==> src/rtl/thunderbird_pkg.sv <==
// Shared types and constants for the Thunderbird tail-light lamp monitor.
package thunderbird_pkg;

  typedef enum logic [2:0] {
    IDLE,
    S_L1,
    S_L2,
    S_L3,
    S_R1,
    S_R2,
    S_R3,
    HUNT
  } mon_state_e;

  typedef enum logic [2:0] {
    P_OFF,
    P_L1,
    P_L2,
    P_L3,
    P_R1,
    P_R2,
    P_R3,
    P_ILLEGAL
  } lamp_pat_e;

  // Lamp vectors are packed as {Lc, Lb, La, Ra, Rb, Rc}.
  localparam logic [5:0] PAT_OFF = 6'b000_000;
  localparam logic [5:0] PAT_L1  = 6'b001_000;
  localparam logic [5:0] PAT_L2  = 6'b011_000;
  localparam logic [5:0] PAT_L3  = 6'b111_000;
  localparam logic [5:0] PAT_R1  = 6'b000_100;
  localparam logic [5:0] PAT_R2  = 6'b000_110;
  localparam logic [5:0] PAT_R3  = 6'b000_111;

  // Map a raw six-lamp vector onto one of the legal patterns or ILLEGAL.
  function automatic lamp_pat_e classifyLamps(input logic [5:0] lamps);
    lamp_pat_e result;
    case (lamps)
      PAT_OFF: result = P_OFF;
      PAT_L1:  result = P_L1;
      PAT_L2:  result = P_L2;
      PAT_L3:  result = P_L3;
      PAT_R1:  result = P_R1;
      PAT_R2:  result = P_R2;
      PAT_R3:  result = P_R3;
      default: result = P_ILLEGAL;
    endcase
    return result;
  endfunction

endpackage

==> src/rtl/tbird_lamp_monitor.sv <==
// Passive checker for the Thunderbird tail-light lamp lines: tracks the
// running turn sequence, checks step order and dwell time, and counts
// completed left and right sequences.
import thunderbird_pkg::*;

module tbird_lamp_monitor #(
  parameter int STEP_CYCLES = 1,
  parameter int CNT_W       = 8
) (
  input  logic             clk,
  input  logic             reset,
  input  logic             Lc,
  input  logic             Lb,
  input  logic             La,
  input  logic             Ra,
  input  logic             Rb,
  input  logic             Rc,
  input  logic             clr_err,
  output logic             active_left,
  output logic             active_right,
  output logic             done_pulse,
  output logic             abort_pulse,
  output logic             err_pulse,
  output logic             err_sticky,
  output logic [CNT_W-1:0] left_cnt,
  output logic [CNT_W-1:0] right_cnt
);

  localparam int HOLD_W = $clog2(STEP_CYCLES + 1);
  localparam logic [HOLD_W-1:0] HOLD_MAX = HOLD_W'(STEP_CYCLES);
  localparam logic [HOLD_W-1:0] HOLD_ONE = HOLD_W'(1);
  localparam logic [CNT_W-1:0]  CNT_MAX  = '1;
  localparam logic [CNT_W-1:0]  CNT_ONE  = CNT_W'(1);

  mon_state_e        state_q, state_d;
  logic [HOLD_W-1:0] hold_q, hold_d;
  logic              done_q, done_d;
  logic              abort_q, abort_d;
  logic              err_q, err_d;
  logic              sticky_q, sticky_d;
  logic [CNT_W-1:0]  lcnt_q, lcnt_d;
  logic [CNT_W-1:0]  rcnt_q, rcnt_d;

  lamp_pat_e  pat;
  lamp_pat_e  curPat;
  lamp_pat_e  nxtPat;
  mon_state_e nxtState;
  logic       lastStep;
  logic       leftSide;

  assign pat = classifyLamps({Lc, Lb, La, Ra, Rb, Rc});

  // Describe the step the monitor is currently in: expected pattern, the
  // pattern that may follow it, and whether it is the final step.
  always_comb begin
    curPat   = P_OFF;
    nxtPat   = P_OFF;
    nxtState = IDLE;
    lastStep = 1'b0;
    leftSide = 1'b0;
    case (state_q)
      S_L1: begin curPat = P_L1; nxtPat = P_L2; nxtState = S_L2; leftSide = 1'b1; end
      S_L2: begin curPat = P_L2; nxtPat = P_L3; nxtState = S_L3; leftSide = 1'b1; end
      S_L3: begin curPat = P_L3; nxtPat = P_L3; lastStep = 1'b1; leftSide = 1'b1; end
      S_R1: begin curPat = P_R1; nxtPat = P_R2; nxtState = S_R2; end
      S_R2: begin curPat = P_R2; nxtPat = P_R3; nxtState = S_R3; end
      S_R3: begin curPat = P_R3; nxtPat = P_R3; lastStep = 1'b1; end
      default: begin end
    endcase
  end

  // Next-state, event pulses and counter updates for the sampled pattern.
  always_comb begin
    state_d = state_q;
    hold_d  = hold_q;
    done_d  = 1'b0;
    abort_d = 1'b0;
    err_d   = 1'b0;
    lcnt_d  = lcnt_q;
    rcnt_d  = rcnt_q;
    case (state_q)
      IDLE: begin
        if (pat == P_L1) begin
          state_d = S_L1;
          hold_d  = HOLD_ONE;
        end else if (pat == P_R1) begin
          state_d = S_R1;
          hold_d  = HOLD_ONE;
        end else if (pat != P_OFF) begin
          err_d   = 1'b1;
          state_d = HUNT;
          hold_d  = '0;
        end
      end
      HUNT: begin
        if (pat == P_OFF) begin
          state_d = IDLE;
        end
      end
      default: begin
        if (pat == curPat) begin
          if (hold_q < HOLD_MAX) begin
            hold_d = hold_q + HOLD_ONE;
          end else begin
            err_d   = 1'b1;
            state_d = HUNT;
            hold_d  = '0;
          end
        end else if (!lastStep && pat == nxtPat) begin
          if (hold_q == HOLD_MAX) begin
            state_d = nxtState;
            hold_d  = HOLD_ONE;
          end else begin
            err_d   = 1'b1;
            state_d = HUNT;
            hold_d  = '0;
          end
        end else if (pat == P_OFF) begin
          state_d = IDLE;
          hold_d  = '0;
          if (lastStep && hold_q == HOLD_MAX) begin
            done_d = 1'b1;
            if (leftSide && lcnt_q != CNT_MAX) lcnt_d = lcnt_q + CNT_ONE;
            if (!leftSide && rcnt_q != CNT_MAX) rcnt_d = rcnt_q + CNT_ONE;
          end else begin
            abort_d = 1'b1;
          end
        end else begin
          err_d   = 1'b1;
          state_d = HUNT;
          hold_d  = '0;
        end
      end
    endcase
  end

  // A fresh error takes priority over a clear arriving in the same cycle.
  always_comb begin
    sticky_d = sticky_q;
    if (err_d) begin
      sticky_d = 1'b1;
    end else if (clr_err) begin
      sticky_d = 1'b0;
    end
  end

  // State, hold counter and all registered outputs.
  always_ff @(posedge clk or negedge reset) begin
    if (!reset) begin
      state_q  <= IDLE;
      hold_q   <= '0;
      done_q   <= 1'b0;
      abort_q  <= 1'b0;
      err_q    <= 1'b0;
      sticky_q <= 1'b0;
      lcnt_q   <= '0;
      rcnt_q   <= '0;
    end else begin
      state_q  <= state_d;
      hold_q   <= hold_d;
      done_q   <= done_d;
      abort_q  <= abort_d;
      err_q    <= err_d;
      sticky_q <= sticky_d;
      lcnt_q   <= lcnt_d;
      rcnt_q   <= rcnt_d;
    end
  end

  assign active_left  = (state_q == S_L1) || (state_q == S_L2) || (state_q == S_L3);
  assign active_right = (state_q == S_R1) || (state_q == S_R2) || (state_q == S_R3);
  assign done_pulse   = done_q;
  assign abort_pulse  = abort_q;
  assign err_pulse    = err_q;
  assign err_sticky   = sticky_q;
  assign left_cnt     = lcnt_q;
  assign right_cnt    = rcnt_q;

endmodule

==> config.mk <==
export PLATFORM = sky130hd
export DESIGN_NAME = tbird_lamp_monitor
export DESIGN_NICKNAME = d
export VERILOG_FILES = /design/src/rtl/thunderbird_pkg.sv /design/src/rtl/tbird_lamp_monitor.sv
export SDC_FILE = /design/constraint.sdc
export NUM_CORES = 1
export LEC_CHECK = 0
export ABC_AREA = 1
export ABC_CLOCK_PERIOD_IN_PS = 1700
export CORE_ASPECT_RATIO = 0.9
export CORE_MARGIN = 4
export CORE_UTILIZATION = 40
export CTS_CLUSTER_DIAMETER = 120
export CTS_CLUSTER_SIZE = 16
export DETAILED_ROUTE_END_ITERATION = 7
export DONT_BUFFER_PORTS = 1
export GPL_TIMING_DRIVEN = 0
export MAX_ROUTING_LAYER = met4
export SLEW_MARGIN = 10
export SYNTH_ARGS = -nofsm -noshare
export SYNTH_HDL_FRONTEND = slang
export SYNTH_SLANG_ARGS = --single-unit
==> constraint.sdc <==
create_clock -name clk -period 1.7 [get_ports clk]
set_input_delay 0.255 -clock clk [delete_from_list [all_inputs] [get_ports clk]]
set_output_delay 0.255 -clock clk [all_outputs]
set_load 0.02 [all_outputs]
==> results of run 1 <==
-- power breakdown --
group | leakage, nW | internal [W] | switching (W)
sequential | 0.312 | 0.000646 | 0.0000931
clock | 0.0288 | 0.000206 | 0.000171
combinational | 0.675 | 0.000534 | 0.000971
-- cells by family (layout without fill, tap and decap cells) --
| kind of cell | count (synthesis) | in the layout |
|---|---|---|
| flops | 24 | 24 |
| buf+inv | 28 | 47 |
| fa+ha+maj | 2 | 2 |
| mux | 2 | 2 |
| simple gates | 130 | 130 |
| compound gates | 17 | 17 |
| xor+xnor | 14 | 14 |
-- cells in the final DEF (no fill, tap or decap), drive strengths merged, types with 6 or more instances in the layout --
master,instances
a21oi,7
nand4,6
buf,16
xor2,9
nor2,32
inv,25
dfrtp,24
nand2,55
nand3,29
-- area by class of cell --
cell class                 instances  area share [%]
timing repair buffer              15            5.93
sequential                        24            29.3
tap                               48            2.90
buffer                             2            1.09
multi-input combinational        165            53.1
inverter                          26            5.02
clock buffer                       4            2.66
-- worst min path at each step --
stage                             end  slack [ns]  depth (start not counted)  startpoint
after floorplan           abort_pulse       -0.04                          0       reset
after global placement     done_pulse       -0.04                          0       reset
after detailed placement   done_pulse       -0.04                          0       reset
after CTS                  err_sticky        0.16                          3     clr_err
after global routing       err_sticky        0.18                          3     clr_err
final                      err_sticky        0.16                          3     clr_err
-- routing by layer --
| metal | up-vias | track usage (%) |
|---|---|---|
| met5 | - | - |
| met3 | 4 | 3.99 |
| met1 | 663 | 20.6 |
| li1 | 749 | - |
| met4 | 0 | 1.21 |
| met2 | 30 | 20.4 |
-- critical path, stage by stage (launching register included) --
cell       delay (ns)
dfrtp_1          0.38
buf_6            0.15
nor2_4           0.26
nor2_4           0.07
nor2_4           0.17
o2111ai_4        0.18
nor3_4           0.21
buf_4            0.14
xor2_1           0.14
-- stage by stage --
| step | power, W | utilization (%) | std cells | setup TNS [ns] |
|---|---|---|---|---|
| 3_3_place_gp | 0.00199 | 43.7 | 265 | -1.01 |
| 6_report | 0.00262 | 50.4 | 284 | -0.460 |
| 4_1_cts | 0.00253 | 47.5 | 276 | -0.359 |
| 3_5_place_dp | 0.00200 | 43.7 | 265 | -1.02 |
| 5_1_grt | 0.00285 | 50.4 | 284 | -2.86 |
| 2_1_floorplan | 0.00177 | - | 217 | 0 |
-- sequential cells by signal, summed over array words and instances, names as in the netlist --
signal / count
left_cnt: 8
right_cnt: 8
state_q: 3
abort_pulse: 1
done_pulse: 1
err_pulse: 1
err_sticky: 1
hold_q: 1
-- what timing repair did --
action	in CTS	in global routing
pin swaps	6	4
buffers inserted	6	8
hold buffers	1	0
endpoints found under the hold margin	24	0
resized for setup	15	17
endpoints found under the setup margin	16	19
==> impl_metrics.yaml, run 1 <==
setup_path:
  critPathLaunchType: "flip-flop"
  path_class: "flip-flop to flip-flop"
  regToRegSetupSlack_ns: -0.08
  end_kind: "flip-flop"
  endpoint: "left_cnt[5]"
  crit_arrival_ns: 1.97
  cp_max_fo: 10
  r2r_start: "state_q[2]"
  worstSetupStartpoint: "state_q[2]"
  reg2reg_to: "left_cnt[5]"
  critPathRequiredTime_ns: 1.89
  r2r_cells: 8
drt:
  met3WireLength_um: 187
  drt-pass1-iter-count: 4
  drtAntennaViolNets: 0
  routed_wl_um: 3730
  met1_length_um: 1800
  drtIter0Drc: 139
  viasPerCell: 5.09
  dr_wl_met2_um: 1700
  maxUsedRoutingLayer: "met4"
  dr_total_vias: 1446
  drcViolationCount: 0
  wl_per_cell_um: 13.1
sta:
  hold_viol_final: 0
  slew_violations: 0
  setup_violations: 11
  holdWs_ns: 0.162
  finalCritPeriodShare_pct: 105
  slew_headroom_pct: 31.4
  fin_ws_ns: -0.0789
  rsz0062_at_grt: "yes"
  worst_pin_slew_ns: 1.03
  timing.fmax_mhz: 562
  finClkSkew_ns: 0.00338
  fin_crit_ns: 1.78
cts:
  insertion_delay_ns: 0.26
  htreeDepth: 1
  cts_sinks: 24
  cts_tree: "built"
  cts-buffers-inserted: 3
  clockBufferDepth: 2
  cts-root-buf: "clkbuf_8"
  clk_pin_slew_ns: 0.08
placed_design:
  io_buffers: 0
  dp_hpwl_um: 2740
  place.gp.congestion: 0.856
  postPlaceCellArea_um2: 1790
  dpl_worst_slack_ns: -0.242
synth:
  seq_area_frac_synth_pct: 35.2
  synth_mux_area_share_pct: 1.32
  syn-cell-area_um2: 1710
  syn_nets: 228
  ys.flop_type: "dfrtp_1"
  ys_async_sr_fraction_pct: 100
  synth_top_area_share_pct: 35.2
  synth_top_family_by_area: "simple AND/OR/NAND/NOR gates"
  synth_edf_count: 0
  synth_cells: 217
  postSynthAreaPerCell_um2: 7.86
  synthXorXnorAreaFrac_pct: 7.19
  synth.distinct_cells: 34
  yosys.area_share.simple_pct: 40.4
  synth_largest_area_cell: "dfrtp_1"
  synth_most_common_cell: "nand2_1"
  synth_compound_area_share_pct: 7.85
  yosysWarnings: 0
  ys_top_cells_by_count: "nand2_1 (48), nand3_1 (25), dfrtp_1 (24), nor2_1 (23), inv_1 (20)"
  ys_seq_elements: 24
  synth_fa_ha_area_share_pct: 1.47
  synth_area_leaders: "dfrtp_1 (35%), nand2_1 (11%), nand3_1 (7.3%)"
finish:
  antenna_cells: 0
  fin_area_um2: 2070
  syn_to_final_growth_pct: 21.3
  final_nets: 248
  multi_input_area_um2: 1100
  drive_above_1_share_pct: 34.3
  regArea_um2: 607
  fillers: 396
floorplanning:
  die_h_um: 69.9
  die_area_um2: 5370
  start_util_pct: 41.6
  chipWidth_um: 76.8
  pin_count: 31
  core_um2: 4100
  rows: 22
grt:
  grt-ovfl-total: 0
  antenna_found_initial: 0
  grt_pass1_vias: 1313
  grt_use_total_pct: 14.2
  grt_max_degree: 25
  grt_pass1_wl_um: 6200
outcome:
  status: "complete, but fails checks"
  violations: "setup timing"
job:
  cap_violations: 0
pwr:
  p_per_area_nw_per_um2: 1270
  cellLeakagePower_nw: 1.02
  irDropWorstVdd_v: 0.000674
hold_path:
  hold_class: "input pin to flip-flop"
Note: power is estimated with default switching activity, not from simulation.
==> run 2: changes to the inputs <==
Settings changed: CORE_UTILIZATION 40 to 57, PLACE_DENSITY set to 0.75.
==> impl_metrics.yaml, run 2 (synthesis gave the netlist of run 1 again) <==
setup_path:
  cp_max_fo: 6
  path_cells: "inv_2 -> nand3_1 -> o21ai_2 -> nand2_2 -> inv_2 -> o2111ai_4 -> nor3_2 -> nand3_1 -> xnor2_1"
  critical-path-slowest-cell: "dfrtp_2"
  slowest_delay_ns: 0.50
  cp_top_family: "simple AND/OR/NAND/NOR gates"
  end_kind: "flip-flop"
  critPathRequiredTime_ns: 1.91
  critPathLaunchType: "flip-flop"
  crit_arrival_ns: 2.03
  path_buf_inv: 2
  path_class: "flip-flop to flip-flop"
finish:
  fillers: 214
  final_common_cell: "nand2_1"
  syn_to_final_growth_pct: 19.7
  drive_above_1_share_pct: 34.1
  final_cell_mix: "nand2_1 (43), nand3_1 (21), dfrtp_1 (19)"
  fin_cells: 272
  fin_util_pct: 72.5
  final_nets: 244
  antenna_cells: 0
grt:
  antenna_found_initial: 0
  grt_max_degree: 25
  grt-ovfl-total: 0
  grt_pass1_vias: 1457
  grt_use_total_pct: 21.9
  grt_pass1_wl_um: 6500
sta:
  timing.fmax_mhz: 549
  fin_crit_ns: 1.82
  setup_tns_ns: -0.596
  rsz0062_at_grt: "yes"
  hold_viol_final: 0
  worst_pin_slew_ns: 1.03
  fin_ws_ns: -0.123
  finClkSkew_ns: 0.0109
  slew_headroom_pct: 31.0
  finalCritPeriodShare_pct: 107
  slew_violations: 0
  setup_violations: 7
job:
  cap_violations: 0
placed_design:
  io_buffers: 0
  place.gp.congestion: 0.947
  dp_cells: 257
  dp_hpwl_um: 2920
drt:
  drtIter0Drc: 60
  drt-pass1-iter-count: 4
  wl_per_cell_um: 15.0
  viasPerCell: 5.65
  drcViolationCount: 0
  dr_total_vias: 1538
  routed_wl_um: 4090
  drtAntennaViolNets: 0
cts:
  insertion_delay_ns: 0.31
  htreeDepth: 1
  clockBufferDepth: 2
  clk_pin_slew_ns: 0.13
  cts_tree: "built"
  cts-root-buf: "clkbuf_4"
  cts_sinks: 24
  cts-buffers-inserted: 3
floorplanning:
  pin_count: 31
  core_um2: 2820
  start_util_pct: 60.6
  chipWidth_um: 65.7
  rows: 18
  die_h_um: 59.9
  die_area_um2: 3930
pwr:
  cellLeakagePower_nw: 0.961
  irDropWorstVdd_v: 0.000620
  p_per_area_nw_per_um2: 1280
outcome:
  violations: "setup timing"
  status: "complete, but fails checks"
hold_path:
  hold_class: "input pin to flip-flop"
## run 2: cell count changes in the layout (fill, tap and decap cells not counted), sizes merged
cell    delta
buf        -5
clkbuf     +1
## run 2: final cells by class
type / instances / area (um^2) / share of cell area [%]
multi-input combinational: 165 / 1130 / 55.3
sequential: 24 / 607 / 29.7
inverter: 26 / 104 / 5.09
timing repair buffer: 11 / 93.8 / 4.60
tap: 40 / 50.0 / 2.45
clock buffer: 4 / 36.3 / 1.78
buffer: 2 / 22.5 / 1.10
## run 2: path summary, 6_finish.rpt
path / start / cells past startpoint / end / slack, ns
worst max-delay path: state_q[0] / 9 / left_cnt[7] / -0.12
worst max register to register: state_q[0] / 9 / left_cnt[7] / -0.12
max in group asynchronous: reset / 1 / right_cnt[1] / 0.44
worst min register to register: right_cnt[0] / 1 / right_cnt[0] / 0.59
worst min-delay path: clr_err / 3 / err_sticky / 0.11
min in group asynchronous: reset / 1 / err_sticky / 0.56
## run 2: stage by stage
stage | cell area [um^2] | hold WS [ns] | worst slack, ns | power (W)
after global routing | 2040 | 0.112 | -0.292 | 0.00278
after detailed placement | 1780 | -0.0400 | -0.227 | 0.00200
after floorplan | 1730 | -0.0406 | 0.000186 | 0.00177
after global placement | 1780 | -0.0401 | -0.210 | 0.00195
final | 2040 | 0.109 | -0.123 | 0.00261
after CTS | 1900 | 0.111 | -0.0931 | 0.00244
## run 2: timing repair
item,4_1_cts,5_1_grt
gates cloned,0,0
pin swaps,6,5
hold buffers,1,0
endpoints found under the setup margin,14,20
gates resized for setup,11,27
endpoints found under the hold margin,24,0
buffers inserted,6,4
## run 2: power by group
part	switching, W	internal (W)
Combinational	0.00104	0.000539
Clock	0.000157	0.000131
Sequential	0.000100	0.000646
Total	0.00130	0.00132
## run 2: worst reg2reg max path, cell delays in order (launching register included)
cell and delay (ns):
dfrtp_2 0.50, inv_2 0.12, nand3_1 0.14, o21ai_2 0.14, nand2_2 0.09, inv_2 0.09, o2111ai_4 0.18, nor3_2 0.21
nand3_1 0.11, xnor2_1 0.15
## run 2: routing by layer
layer / share of wire, % / track usage, % / wire [um] / vias to the layer above
li1: - / - / - / 736
met1: 40 / 25.6 / 1630 / 730
met2: 52 / 37.9 / 2140 / 62
met3: 6.7 / 6.39 / 272 / 10
met4: 1.3 / 3.85 / 53 / 0
met5: 0 / - / 0 / -
==> variant 1: new RTL, config.mk and constraints of run 1 <==
Set the parameter `CNT_W` to 6 (it was 8).
--- a/src/rtl/tbird_lamp_monitor.sv
+++ b/src/rtl/tbird_lamp_monitor.sv
@@ -7,3 +7,3 @@
   parameter int STEP_CYCLES = 1,
-  parameter int CNT_W       = 8
+  parameter int CNT_W       = 6
 ) (
Ports: changed (resized left_cnt and right_cnt); port bits go from 31 to 27. The function was not compared with the original's and may differ.
==> variant 1 against run 1 <==
Design area fell by 13%. Largest power group unchanged. Wire length is 12% lower. Worst setup slack better by 0.0091 ns. Via count down 8.0%. Synthesized area is 11% lower. Hold slack better by 0.031 ns. Sequential share of layout area down 1.6 points. Sequential power fell by 15%. The run still ends with setup timing left. Clock power is 22% lower. Power fell by 8.3%. Count of clock-buffer cells in the layout shrank 1. Critical endpoint is now right_cnt[1]. Sequential cell count fell by 4.
==> variant 1: results (changes against run 1) <==
[synthesis]
synth_commonest_cells=nand2_1 (47), nand3_1 (29), nor2_1 (24)
synth_fp_nets=215  ; -5.7%
ys_seq_area_frac=0.331  ; -0.0216
yosys.cell_types.count=32  ; -5.9%
synthTopCellsByArea=dfrtp_1 (33%), nand2_1 (12%), nand3_1 (9.6%)
ys_async_sr_fraction=1.00  ; unchanged
avgSynthCellArea_um2=7.42  ; -5.6%
yosysWarnings=0  ; unchanged

[sta]
max_slew_margin=0.410  ; +0.0957
hold_ws_ns=0.194  ; +0.0314 ns
fin_tns_setup_ns=-0.221  ; +0.239 ns
setup_slack_ns=-0.0699  ; +0.00906 ns
setup_viol=7  ; -4
fin_skew_ns=0.00137  ; -0.00201 ns

[clock_tree]
insertion_delay_ns=0.25
path_clk_slew_ns=0.06  ; -0.02 ns
cts_htree_levels=1  ; unchanged
cts_buffers=3  ; unchanged
cts_root_buf=clkbuf_8
clkSinkCount=20  ; -17%

[pwr]
ir_drop_mv=0.761  ; +13%
leakage_uw=0.000918  ; -9.6%

[drt]
wl_met2_mm=1.50  ; -12%
met1_length_mm=1.50  ; -16%
wl_per_cell_um=12.4  ; -5.8%
drt-initial-drc-count=63  ; -55%
drt_first_pass_iters=4  ; unchanged
topRoutingLayerUsed=met4
route.vias.total=1330  ; -8.0%
dr_wl_met3_um=215  ; +15%

[global_route]
grt.total_usage=0.147  ; +0.00516
grt_pass1_vias=1197  ; -8.8%
grt_pass1_wl_mm=5.44  ; -12%
antenna_found_initial=0  ; unchanged
grt_max_degree=21  ; -16%

[worst_hold_path]
worstHoldPathType=in -> reg

[placed_design]
numPortBuffers=0  ; unchanged
dp_hpwl_mm=2.49  ; -9.0%
placed_area_um2=1590  ; -11%
place.gp.congestion=0.866  ; +1.2%
dp_cells=248  ; -6.4%

[layout]
layout-drive-gt1-share=0.295  ; -0.0478
fin_cells=264  ; -7.0%
num-fill-cells=365  ; -7.8%
final_nets=233  ; -6.0%

[critical_path]
slowest_stage=dfrtp_1
cp.arrival_ns=1.91  ; -0.06 ns
cpPeakStageDelay_ns=0.51  ; +0.13 ns
critical-path-top-delay-family=simple AND/OR/NAND/NOR gates
critPathMaxFanout=4  ; -6

[run_status]
status=finished, violations left
violations=setup timing

variant 1: cell count changes in the layout (fill, tap and decap cells not counted), moves of 2 or more:
| cell | before | now |
|---|---|---|
| nor2_4 | 6 | 8 |
| buf_6 | 4 | 1 |
| mux2_1 | 0 | 2 |
| xor2_1 | 9 | 4 |
| nand3b_1 | 3 | 1 |
| nor3_1 | 2 | 0 |
| dfrtp_2 | 5 | 1 |
| nand3_1 | 20 | 27 |
| nand3_2 | 8 | 5 |
| nand4_1 | 4 | 0 |
| mux2_2 | 2 | 0 |
| nand2_2 | 10 | 6 |
variant 1: logic make-up (layout without fill, tap and decap cells):
| logic type | Yosys count | in the layout | share of synthesized area |
|---|---|---|---|
| AO/OA/AOI/OAI | 15 | 15 | 0.0595 |
| flip-flops | 20 | 20 | 0.331 |
| multiplexers | 2 | 2 | 0.0149 |
| XOR/XNOR | 10 | 10 | 0.0578 |
| adder cells (fa/ha/maj) | 2 | 2 | 0.0165 |
| AND/OR/NAND/NOR | 126 | 126 | 0.447 |
| buffers and inverters | 29 | 45 | 0.0735 |
variant 1: report_power, final:
group | internal (uW) | leakage, uW | switching, uW
Clock | 157 | 0.0000216 | 137
Combinational | 564 | 0.000634 | 921
Sequential | 547 | 0.000262 | 79.0
variant 1: worst reg2reg max path: cells and delay by family (launching register included):
family / cells / cell delay [ns]
adder cells (fa/ha/maj): 1 / 0.25
AND/OR/NAND/NOR: 4 / 0.56
flip-flops: 1 / 0.51
multiplexers: 1 / 0.32
variant 1: through the flow:
stage,utilization,setup WS (ns)
after floorplan,-,0.000438
after global placement,0.453,-0.143
after detailed placement,0.453,-0.134
after CTS,0.502,-0.0206
after global routing,0.515,-0.189
final,0.515,-0.0699
variant 1: path summary, 6_finish.rpt:
check | startpoint | endpoint | depth (start not counted)
max | right_cnt[0] | right_cnt[1] | 6
min | clr_err | err_sticky | 3
max reg2reg | right_cnt[0] | right_cnt[1] | 6
min reg2reg | hold_q | hold_q | 2
max in group asynchronous | reset | state_q[0] | 1
min in group asynchronous | reset | abort_pulse | 1
variant 1: layout make-up:
cell class	count	area, um2	share of cell area
Multi-Input combinational cell	155	973	0.539
Tap cell	44	55.1	0.0305
Sequential cell	20	502	0.278
Buffer	2	25.0	0.0139
Inverter	27	109	0.0603
Clock buffer	3	41.3	0.0229
Timing Repair Buffer	13	100	0.0554
variant 1: layer usage:
| layer | GRT usage | vias up |
|---|---|---|
| met5 | - | - |
| met4 | 0.0346 | 0 |
| met3 | 0.0426 | 5 |
| met2 | 0.215 | 33 |
| met1 | 0.201 | 606 |
| li1 | - | 686 |
variant 1: repair_timing:
action                                 CTS  global route
pin swaps                               10            10
resized for setup                       17             7
endpoints found under the hold margin   20             0
buffers inserted                         9             3
setup endpoints to repair               12            16
cloned                                   0             0
hold buffers                             1             0
==> variant 2: new RTL, flow settings as in run 1 <==
Without the edit above. Re-encode `mon_state_e` (8 states) as Gray code, 3 bits wide.
--- a/src/rtl/thunderbird_pkg.sv
+++ b/src/rtl/thunderbird_pkg.sv
@@ -4,10 +4,10 @@
   typedef enum logic [2:0] {
-    IDLE,
-    S_L1,
-    S_L2,
-    S_L3,
-    S_R1,
-    S_R2,
-    S_R3,
-    HUNT
+    IDLE = 3'b000,
+    S_L1 = 3'b001,
+    S_L2 = 3'b011,
+    S_L3 = 3'b010,
+    S_R1 = 3'b110,
+    S_R2 = 3'b111,
+    S_R3 = 3'b101,
+    HUNT = 3'b100
   } mon_state_e;
Check against the original RTL: no difference found for any inputs over 10 cycles, from zero or initial values and one cycle with reset low; not proved beyond that.
==> variant 2 against run 1 <==
Via count decreased by 9.3%. Global-route usage decreased by 0.37 points. Worst setup slack improved by 0.080 ns. Utilization increased by 0.58 points. Clock skew decreased by 0.00078 ns. Design area decreased by 8.0%. Synthesized area decreased by 8.5%. Die area decreased by 7.6%. Final cell count decreased by 9.2%. Sequential cell count unchanged. Wire length decreased by 13%. Critical path depth decreased by 1. Critical endpoint is now left_cnt[1].
Power is not compared: it rests on default switching activity, and its combinational part moved more than twofold at a synthesized area within 25%.
==> variant 2: results (changes against run 1) <==
[run_status]
status=complete, no violations

[drt]
drt-initial-drc-count=97  ; -30%
routed_wl_mm=3.25  ; -13%
detail_route.vias_per_cell=5.08  ; -0.20%
route.vias.total=1311  ; -9.3%

[critical_path]
cp.arrival_ns=1.85  ; -0.12 ns
critPathMaxFanout=7  ; -3
slowest_stage=dfrtp_2
ff2ff_path_depth=7  ; -1
reg2reg_slack_ns=0.0007  ; +0.08 ns
cpPeakStageDelay_ns=0.42  ; +0.04 ns
worst_r2r_endpoint=left_cnt[1]
rr_startpoint=state_q[1]

[synthesis]
synth_fp_nets=209  ; -8.3%
yosys.cell_types.count=29  ; -15%
synth_commonest_cells=nand2_1 (43), nor2_1 (25), dfrtp_1 (24), nand3_1 (24), inv_1 (18)
ys_seq_area_frac=0.385  ; +0.0328
avgSynthCellArea_um2=7.88  ; +0.27%
synthTopCellsByArea=dfrtp_1 (38%), nand2_1 (10%), nand3_1 (7.7%)

[sta]
hold_ws_ns=0.149  ; -0.0136 ns
fin_skew_ns=0.00260  ; -0.000778 ns
max_freq_mhz=588  ; +4.7%
max_slew_margin=0.301  ; -0.0129

[placed_design]
placed_area_um2=1620  ; -9.4%
dp_hpwl_mm=2.34  ; -15%
dp_cells=244  ; -7.9%
detailedPlace.worstSlack_ns=-0.316  ; -0.0746 ns

[global_route]
grt_pass1_wl_mm=5.34  ; -14%
grt.total_usage=0.138  ; -0.00365
grt_pass1_vias=1213  ; -7.6%

[clock_tree]
cts_buffers=3  ; unchanged
cts_root_buf=clkbuf_8

[layout]
num-fill-cells=356  ; -10%
final_nets=225  ; -9.3%
layout-drive-gt1-share=0.316  ; -0.0272

[variant 2: area by class of cell]
cell class	count	area, um2	area share
Multi-Input combinational cell	152	1010	0.529
Sequential cell	24	609	0.320
Timing Repair Buffer	11	101	0.0533
Inverter	22	87.6	0.0460
Tap cell	46	57.6	0.0302
Clock buffer	3	41.3	0.0217
[variant 2: per-layer routing]
metal  wire length [um]  part of all wire  up-vias  track usage
met2               1520              0.47       28        0.216
met4                 12            0.0037        0       0.0204
met5                  0                 0        -            -
met1               1520              0.47      611        0.182
li1                   -                 -      670            -
met3                194             0.060        2       0.0417
[variant 2: repair_timing]
action | CTS | global route
hold buffers | 1 | 0
pin swaps | 7 | 13
endpoints found under the setup margin | 22 | 20
resized for setup | 19 | 26
hold endpoints to repair | 24 | 0
setup buffers | 8 | 2
[variant 2: power by group through the flow]
| stage | combinational [uW] | sequential (uW) | clock, uW |
|---|---|---|---|
| after global routing | 451 | 719 | 357 |
| final | 405 | 715 | 321 |
| after floorplan | 213 | 703 | 0 |
| after global placement | 261 | 718 | 0 |
| after detailed placement | 258 | 718 | 0 |
| after CTS | 385 | 712 | 338 |
[variant 2: cells by family (layout without fill, tap and decap cells)]
| family | Yosys count | in the layout | share of synthesized area |
|---|---|---|---|
| multiplexers | 4 | 4 | 0.0385 |
| flip-flops | 24 | 24 | 0.385 |
| XOR/XNOR | 16 | 16 | 0.0898 |
| AND/OR/NAND/NOR | 117 | 117 | 0.370 |
| AO/OA/AOI/OAI | 13 | 13 | 0.0473 |
| adder cells (fa/ha/maj) | 2 | 2 | 0.0160 |
| buffers and inverters | 22 | 36 | 0.0529 |
